**src/rtl/if_fetch_unit_pkg.sv**
```systemverilog
// Shared widths, constants and payload types for the OpenMIPS32 fetch stage.
package if_fetch_unit_pkg;

  localparam int unsigned ADDR_W  = 32;
  localparam int unsigned INST_W  = 32;
  localparam int unsigned STALL_W = 6;

  // Stall vector bit indices consumed by the fetch stage
  localparam int unsigned IF_STALL_PC = 0;
  localparam int unsigned IF_STALL_IF = 1;
  localparam int unsigned IF_STALL_ID = 2;

  typedef logic [ADDR_W-1:0]  inst_addr_t;
  typedef logic [INST_W-1:0]  inst_t;
  typedef logic [STALL_W-1:0] stall_t;

  localparam inst_addr_t DEFAULT_RESET_PC = ADDR_W'(32'h0);
  localparam inst_t      ZERO_WORD        = '0;
  localparam logic       CHIP_ENABLE      = 1'b1;
  localparam logic       CHIP_DISABLE     = 1'b0;

  // IF/ID pipeline payload
  typedef struct packed {
    inst_addr_t pc;
    inst_t      inst;
    logic       adel;
  } if_id_t;

  // True when a fetch address is word aligned
  function automatic logic word_aligned(input inst_addr_t addr);
    return addr[1:0] == 2'b00;
  endfunction

endpackage

```
**src/rtl/if_fetch_unit_if.sv**
```systemverilog
// Control, ROM and ID-side signal bundle of the fetch stage.
interface if_fetch_unit_if;
  import if_fetch_unit_pkg::*;

  stall_t     stall_i;
  logic       flush_i;
  inst_addr_t new_pc_i;
  logic       branch_flag_i;
  inst_addr_t branch_target_i;
  logic       rom_ce_o;
  inst_addr_t rom_addr_o;
  inst_t      rom_inst_i;
  inst_addr_t id_pc_o;
  inst_t      id_inst_o;
  logic       id_adel_o;

  // Fetch unit side
  modport master (
    input  stall_i, flush_i, new_pc_i, branch_flag_i, branch_target_i, rom_inst_i,
    output rom_ce_o, rom_addr_o, id_pc_o, id_inst_o, id_adel_o
  );

  // Surrounding pipeline / ROM side
  modport slave (
    output stall_i, flush_i, new_pc_i, branch_flag_i, branch_target_i, rom_inst_i,
    input  rom_ce_o, rom_addr_o, id_pc_o, id_inst_o, id_adel_o
  );

endinterface

```
**src/rtl/if_fetch_unit_if_id_reg.sv**
```systemverilog
// IF/ID pipeline register: flush and IF-only stall insert a bubble, IF+ID stall holds.
module if_id_reg
  import if_fetch_unit_pkg::*;
(
  input  logic   clk,
  input  logic   rst,
  input  logic   flush_i,
  input  logic   stall_if_i,
  input  logic   stall_id_i,
  input  if_id_t fetch_i,
  output if_id_t id_o
);

  if_id_t id_q;
  if_id_t id_d;

  // Next IF/ID contents by flush > bubble > hold > load priority
  always_comb begin
    id_d = id_q;
    if (flush_i) begin
      id_d = '0;
    end else if (stall_if_i && !stall_id_i) begin
      id_d = '0;
    end else if (!stall_if_i) begin
      id_d = fetch_i;
    end
  end

  // IF/ID state register
  always_ff @(posedge clk or negedge rst) begin
    if (!rst) begin
      id_q <= '0;
    end else begin
      id_q <= id_d;
    end
  end

  assign id_o = id_q;

endmodule

```
**src/rtl/if_fetch_unit.sv**
```systemverilog
// OpenMIPS32 instruction fetch: PC, ROM enable/address and IF/ID register.
// Optional IF_ALIGN_CHECK_EN: misaligned PC loads raise AdEL instead of being forced aligned.
module if_fetch_unit
  import if_fetch_unit_pkg::*;
#(
  parameter inst_addr_t RESET_PC = DEFAULT_RESET_PC
) (
  input logic           clk,
  input logic           rst,
  if_fetch_unit_if.master bus
);

  inst_addr_t pc_q, pc_d;
  inst_addr_t target_c;
  logic       run_q;
  logic       ce_q, ce_d;
  logic       adel_q, adel_d;
  if_id_t     fetch_c;
  if_id_t     id_c;
  logic       unused_stall_c;

  assign unused_stall_c = ^bus.stall_i[STALL_W-1:IF_STALL_ID+1];

  // Redirect address: exception target beats branch target
  always_comb begin
    target_c = bus.flush_i ? bus.new_pc_i : bus.branch_target_i;
`ifndef IF_ALIGN_CHECK_EN
    target_c[1:0] = 2'b00;
`endif
  end

  // Next PC: flush > PC stall > taken branch > sequential; frozen until fetching starts
  always_comb begin
    pc_d = pc_q;
    if (run_q) begin
      if (bus.flush_i) begin
        pc_d = target_c;
      end else if (!bus.stall_i[IF_STALL_PC]) begin
        pc_d = bus.branch_flag_i ? target_c : pc_q + ADDR_W'(4);
      end
    end
  end

  // Chip enable / address-error flag for the fetch at pc_d
  always_comb begin
`ifdef IF_ALIGN_CHECK_EN
    ce_d   = word_aligned(pc_d) ? CHIP_ENABLE : CHIP_DISABLE;
    adel_d = !word_aligned(pc_d);
`else
    ce_d   = CHIP_ENABLE;
    adel_d = 1'b0;
`endif
  end

  // PC and fetch-enable state
  always_ff @(posedge clk or negedge rst) begin
    if (!rst) begin
      pc_q   <= RESET_PC;
      run_q  <= 1'b0;
      ce_q   <= CHIP_DISABLE;
      adel_q <= 1'b0;
    end else begin
      pc_q   <= pc_d;
      run_q  <= 1'b1;
      ce_q   <= ce_d;
      adel_q <= adel_d;
    end
  end

  // Word offered to IF/ID: ROM data when enabled, AdEL marker on a bad address, else zeros
  always_comb begin
    fetch_c = '0;
    if (ce_q) begin
      fetch_c.pc   = pc_q;
      fetch_c.inst = bus.rom_inst_i;
    end else if (adel_q) begin
      fetch_c.pc   = pc_q;
      fetch_c.inst = ZERO_WORD;
      fetch_c.adel = 1'b1;
    end
  end

  if_id_reg u_if_id_reg (
    .clk        (clk),
    .rst        (rst),
    .flush_i    (bus.flush_i),
    .stall_if_i (bus.stall_i[IF_STALL_IF]),
    .stall_id_i (bus.stall_i[IF_STALL_ID]),
    .fetch_i    (fetch_c),
    .id_o       (id_c)
  );

  assign bus.rom_ce_o   = ce_q;
  assign bus.rom_addr_o = pc_q;
  assign bus.id_pc_o    = id_c.pc;
  assign bus.id_inst_o  = id_c.inst;
  assign bus.id_adel_o  = id_c.adel;

endmodule
```
**src/flat_wrapper.sv**
```systemverilog
// flat-port wrapper written by rule: the top's interface ports become plain ports
module if_fetch_unit_flat import if_fetch_unit_pkg::*;
#(
  parameter inst_addr_t RESET_PC = DEFAULT_RESET_PC
)
  (clk, rst, bus_stall_i, bus_flush_i, bus_new_pc_i, bus_branch_flag_i, bus_branch_target_i, bus_rom_inst_i, bus_rom_ce_o, bus_rom_addr_o, bus_id_pc_o, bus_id_inst_o, bus_id_adel_o);
  if_fetch_unit_if bus_i ();
  input logic clk;
  input logic rst;
  input wire logic [$bits(bus_i.stall_i)-1:0] bus_stall_i;
  input wire logic [$bits(bus_i.flush_i)-1:0] bus_flush_i;
  input wire logic [$bits(bus_i.new_pc_i)-1:0] bus_new_pc_i;
  input wire logic [$bits(bus_i.branch_flag_i)-1:0] bus_branch_flag_i;
  input wire logic [$bits(bus_i.branch_target_i)-1:0] bus_branch_target_i;
  input wire logic [$bits(bus_i.rom_inst_i)-1:0] bus_rom_inst_i;
  output wire logic [$bits(bus_i.rom_ce_o)-1:0] bus_rom_ce_o;
  output wire logic [$bits(bus_i.rom_addr_o)-1:0] bus_rom_addr_o;
  output wire logic [$bits(bus_i.id_pc_o)-1:0] bus_id_pc_o;
  output wire logic [$bits(bus_i.id_inst_o)-1:0] bus_id_inst_o;
  output wire logic [$bits(bus_i.id_adel_o)-1:0] bus_id_adel_o;
  assign bus_i.stall_i = bus_stall_i;
  assign bus_i.flush_i = bus_flush_i;
  assign bus_i.new_pc_i = bus_new_pc_i;
  assign bus_i.branch_flag_i = bus_branch_flag_i;
  assign bus_i.branch_target_i = bus_branch_target_i;
  assign bus_i.rom_inst_i = bus_rom_inst_i;
  assign bus_rom_ce_o = bus_i.rom_ce_o;
  assign bus_rom_addr_o = bus_i.rom_addr_o;
  assign bus_id_pc_o = bus_i.id_pc_o;
  assign bus_id_inst_o = bus_i.id_inst_o;
  assign bus_id_adel_o = bus_i.id_adel_o;
  if_fetch_unit #(.RESET_PC(RESET_PC)) u_core (.clk(clk), .rst(rst), .bus(bus_i));
endmodule
```
**config.mk**
```make
export PLATFORM = sky130hd
export DESIGN_NAME = if_fetch_unit_flat
export DESIGN_NICKNAME = d
export VERILOG_FILES = /design/src/rtl/if_fetch_unit_pkg.sv /design/src/rtl/if_fetch_unit_if.sv /design/src/rtl/if_fetch_unit_if_id_reg.sv /design/src/rtl/if_fetch_unit.sv /design/src/flat_wrapper.sv
export SDC_FILE = /design/constraint.sdc
export NUM_CORES = 1
export LEC_CHECK = 0
export CORE_MARGIN = 2
export CORE_UTILIZATION = 45
export CTS_CLUSTER_SIZE = 16
export DETAILED_ROUTE_END_ITERATION = 8
export GPL_TIMING_DRIVEN = 0
export HOLD_SLACK_MARGIN = 0.06
export MAX_ROUTING_LAYER = met4
export PLACE_DENSITY = 0.85
export SETUP_SLACK_MARGIN = 0.4
export SLEW_MARGIN = 10
export SYNTH_ARGS = -nofsm -noshare
export SYNTH_HDL_FRONTEND = slang
export SYNTH_SLANG_ARGS = --single-unit
```
**constraint.sdc**
```tcl
create_clock -name clk -period 4.53 [get_ports clk]
set_input_delay 1.359 -clock clk [delete_from_list [all_inputs] [get_ports clk]]
set_output_delay 1.359 -clock clk [all_outputs]
set_load 0.03 [all_outputs]
```
# Word level (Yosys, flattened, before mapping)
# Cells that the tools add are included.
[classes] muxes=8 add_sub_neg=1 reduce_logical=3 eq_ne=2
[ops] cell="$mux 65" n=3
[ops] cell="$mux 32" n=4
[ops] cell="$mux 64" n=1
[ops] cell="$add 32x3->32 const B" n=1
[ops] cell="$ne 3x1->1 const B" n=1
[ops] cell="$ne 2x1->1 const B" n=1
[ops] cell="$reduce_and 2->1" n=1
[ops] cell="$logic_and 1x1->1" n=1
[ops] cell="$logic_not 1->1" n=1
[word_totals] register_bits=98 input_bits=106 output_inout_bits=98 word_cells=19

# Logic depth before layout (Yosys ltp)
[logic_depth] depth_word=4 mapped_depth=8 mapped_depth_nobuf=6

# Hierarchy
# A second synthesis with hierarchy kept.
[unflattened] hier_cells=632 hier_area_um2=6094.6
[modules_own_cells] mod="if_id_reg" cells_each=284 n_inst=1 seq_area_each_um2=1626.6 area_each_um2=3377.0
[modules_own_cells] mod="if_fetch_unit" cells_each=348 n_inst=1 seq_area_each_um2=775.7 area_each_um2=2717.6

# Least setup slack after synthesis
# No wires, ideal clock.
[synth_path] kind="input to register" from="in bus_flush_i" to="reg u_core.pc_q[20] (netlist: u_core.bus.rom_addr_o[20])" stages=5 n_path_buf=2 t_required_ns=4.409 setup_ns=0.121 t_arrival_ns=2.381 setup_slack_ns=2.028 path_cell_list="clkbuf_1 o21ai_1 clkbuf_1 nor2_1 o22a_1"
[synth_via] elab_chain_len=4 word_cells_on_any_way=6 cone_classes="1 x eq/ne; 4 x mux; 1 x reduce/logical"
[synth_lines] item="from (decl)" line_no="flat_wrapper.sv:11" text="input wire logic [$bits(bus_i.flush_i)-1:0] bus_flush_i;"
[synth_lines] item="$mux 32" line_no="if_fetch_unit.sv:26" text="target_c = bus.flush_i ? bus.new_pc_i : bus.branch_target_i;"
[synth_lines] item="$mux 32" line_no="if_fetch_unit.sv:39" text="pc_d = bus.branch_flag_i ? target_c : pc_q + ADDR_W'(4);"
[synth_lines] item="$mux 32" line_no="if_fetch_unit.sv:38" text="end else if (!bus.stall_i[IF_STALL_PC]) begin"
[synth_lines] item="$mux 32" line_no="if_fetch_unit.sv:36" text="if (bus.flush_i) begin"
[synth_lines] item="to (signal assigned)" line_no="if_fetch_unit.sv:63" text="pc_q <= pc_d;"
[synth_lines] item="to (decl)" line_no="if_fetch_unit.sv:13" text="inst_addr_t pc_q, pc_d;"
# Parallel ways exist; a longest one is shown, timed or not. The select of a mux whose other input is x is not followed.
# A chain may end at the register's enable or synchronous reset.

# Final worst setup path
[layout_path] from="in bus_flush_i" to="reg u_core.pc_q[7] (netlist: u_core.bus.rom_addr_o[7])"
# Same word-level chain as after synthesis.

==> results.md <==
* Worst VDD drop at 0.200 mV
* RSZ-0062 raised after global routing: no
* Starting Density at a little under half
* Critical path type: in -> reg
* Crit-path max FO at 10
* Num rows at 36
* Yosys reg bits at 94
* Postcts setup bufs at 0
* Die area at ~11000 sq um
* Post-CTS Hold Fix Bufs at 0
* Status: complete, no violations
* CP Launch Type: input pin
* Mapped Avg Cell Area at just over 10 sq um
* Vias per Instance at 6.02
* Max-Cap Viols at 0
* DPL Wire Length at approximately 11000 um
* Global-route wire length before repair at roughly 24000 um
* Iteration-0 DRC Markers at about 470
* Clock Latency Late Sink at 0.37 ns
* Clock Tree Buf Depth at 2
* Initial antenna violation count at 0
* Crit end category: flip-flop
* Share of layout cells above drive strength 1 at about 5.6%
* Worst-path clk slew at around 0.090 ns
* Leakage at about 2.8 nW
* CTS Root Cell: clkbuf_8
* Die height at ~100 um
* Number of fillers in the final layout at 729
* Finish-stage setup viols at 0
* Max Slew Vio Count at 0
* Routed met2 length at between 7000 and 8000 um
* Post-synth EDFFs at 0
* Setup Skew at ~0.0097 ns
* Core Area at slightly below 10000 sq um
* Largest delay share family, worst path: buffers and inverters
* Ys Warns at 0
* Worst path bufs/invs at 3
* Final period util at between 70 and 80%
* Dominant synthesized flop cell: dfrtp_1
* Die X-Extent at 103 um
* Final hold viol count at 0
* Vias after detailed routing at around 4600
* Fin cells at 772
* WL/cell at 20.4 um
* GRT Resource Usage Total at between 30 and 40%
* Synthesized area at approximately 4400 sq um
* CP max stage delay at around 0.54 ns
* Post-synthesis sequential area ratio at a little over half
* Port Buffer Count at slightly below 200
* Worst-margin pin slew at roughly 1.1 ns
* Number of remaining DRC errors at 0
* Antenna-violating nets left at 0
* IO Pins at 204
* Routed WL at roughly 16000 um
* Vias in the first global route at roughly 4600
* CTS tree: done
* Placed Instances at 756
* CTS Buf Count at 9
* Area Overhead vs Synth at 53.6%
* Fin nets at around 740
* Asr flop ratio synth at 100%
* Metal-1 WL at 6310 um
* Largest net degree at the start of global routing at 50
* CP max-delay cell: clkdlybuf4s50_1
* Post-CTS Resized at 0
* Min Clock Period, post-route at 3.26 ns
* Ant. Diodes at 0
* Max-slew headroom at approximately 28%
* WP data arrival at approximately 3.5 ns
* Pre-antenna DRT Iters at 5
* CTS HTree Levels at 3
* Sink Count at 94
* Post-synthesis cell count at around 430
* GRT Residual Overflow at 0
* Distinct cell type count after synthesis at between 40 and 50
* Worst path cell trace: clkdlybuf4s50_1 > clkbuf_1 > o21ai_1 > clkbuf_1 > a21oi_1 > nor2_1 > a21oi_1
* Placer Congestion at about 0.9
* Achievable Freq at slightly above 0.3 GHz
* HP Class: reg -> reg
* WHS at 0.508 ns
* CP required at 4.77 ns
* Met3 WL at approximately 1700 um
* Power per cell area at ~330 nW/um^2
* Highest metal used: met4
-- layout by cell type (no fill, tap or decap), types with 4 or more instances in the layout --
cell / count
clkdlybuf4s50_1: 192
dfrtp_1: 94
a22o_1: 63
a21oi_1: 45
clkbuf_1: 30
nand2_1: 25
o21ai_0: 19
nor2_1: 16
nand3_1: 14
o22a_1: 10
nand4_1: 9
o22ai_1: 9
clkbuf_8: 9
o211ai_1: 8
buf_4: 7
a31oi_1: 7
or3_1: 6
buf_2: 5
o31ai_1: 5
inv_1: 4
and4_1: 4
nor3_1: 4
conb_1: 4
-- per-layer routing --
metal  up-vias  GRT usage, %
met1      2260          40.1
met3        37          5.44
met2       302          46.6
met4         0          12.9
met5         -             -
li1       2046             -
-- stage by stage --
step	cell area (sq um)	total power, mW	util (%)	setup TNS, ns	setup WS (ns)
floorplan	4440	1.29	-	0	2.03
global placement	6540	1.60	67.5	-125.82	-1.34
detailed placement	6560	1.61	67.8	0	0.905
CTS	6810	2.28	70.3	0	1.29
global route	6810	2.37	70.3	0	1.10
finish	6810	2.28	70.3	0	1.27
-- registers in the layout, summed over array words and instances, names as in the netlist --
| register | cells |
|---|---|
| u_core.u_if_id_reg.id_o | 63 |
| u_core.bus.rom_addr_o | 30 |
| u_core.run_q | 1 |
-- cells by family after synthesis --
logic type / after synthesis / synth area share (%)
other: 2 / 0.170
muxes: 3 / 0.678
adders and majority gates: 1 / 0.282
and+or+nand+nor: 95 / 11.5
buffers and inverters: 48 / 4.74
xor gates and xnor gates: 2 / 0.395
AOI/OAI and AO/OA: 182 / 29.2
DFF: 94 / 53.1
-- layout make-up --
type | count | area, sq um | area share [%]
multi-input combinational | 287 | 1880 | 27.6
inverter | 5 | 18.8 | 0.276
tap | 133 | 166 | 2.45
clock buffer | 9 | 124 | 1.82
clock inverter | 7 | 120 | 1.77
sequential | 94 | 2350 | 34.6
buffer | 43 | 191 | 2.81
timing repair buffer | 194 | 1960 | 28.8
-- report_power, final --
| part | leakage [nW] | switching, mW | internal [mW] | total [mW] |
|---|---|---|---|---|
| sequential | 1.22 | 0.0813 | 0.903 | 0.984 |
| clock | 0.120 | 0.309 | 0.368 | 0.678 |
| combinational | 1.46 | 0.341 | 0.275 | 0.616 |
-- worst paths after layout --
kind,startpoint,depth (start not counted),slack [ns],end
min,u_core.u_if_id_reg.id_o[37]$_DFFE_PN0P_,1,0.51,u_core.u_if_id_reg.id_o[37]$_DFFE_PN0P_
max reg2reg,u_core.bus.rom_addr_o[2]$_DFFE_PN0P_,6,2.12,u_core.bus.rom_addr_o[26]$_DFFE_PN0P_
max,bus_flush_i,7,1.27,u_core.bus.rom_addr_o[7]$_DFFE_PN0P_
min in group asynchronous,rst,1,0.98,u_core.u_if_id_reg.id_o[42]$_DFFE_PN0P_
max in group asynchronous,rst,2,2.90,u_core.bus.rom_addr_o[25]$_DFFE_PN0P_
min reg2reg,u_core.u_if_id_reg.id_o[37]$_DFFE_PN0P_,1,0.51,u_core.u_if_id_reg.id_o[37]$_DFFE_PN0P_
-- cell usage after synthesis (2+ instances only) --
| cell | instances | share of area [%] |
|---|---|---|
| clkbuf_1 | 30 | 2.5 |
| buf_4 | 6 | 1.0 |
| and4_1 | 4 | 0.79 |
| o22ai_1 | 9 | 1.3 |
| buf_2 | 5 | 0.56 |
| a31oi_1 | 7 | 0.99 |
| nor3_1 | 4 | 0.45 |
| o221ai_1 | 2 | 0.40 |
| nor2_1 | 16 | 1.4 |
| o31ai_1 | 5 | 0.85 |
| o21ai_0 | 19 | 2.1 |
| and3_1 | 3 | 0.42 |
| a22o_1 | 63 | 12 |
| nand2_1 | 25 | 2.1 |
| dfrtp_1 | 94 | 53 |
| a2bb2oi_1 | 2 | 0.40 |
| a311o_1 | 2 | 0.45 |
| o22a_1 | 10 | 2.0 |
| nand2b_1 | 2 | 0.28 |
| nor3b_1 | 3 | 0.51 |
| o21a_1 | 2 | 0.34 |
| conb_1 | 2 | 0.17 |
| nand4_1 | 9 | 1.3 |
| or3_1 | 6 | 0.85 |
| nand3_1 | 14 | 1.6 |
| o41ai_1 | 2 | 0.40 |
| nand4_2 | 2 | 0.56 |
| a21oi_1 | 45 | 5.1 |
| mux2i_1 | 3 | 0.68 |
| nor4_1 | 2 | 0.28 |
| o211ai_1 | 8 | 1.4 |
| inv_1 | 4 | 0.34 |
Note: power is estimated with default switching activity, not from simulation.
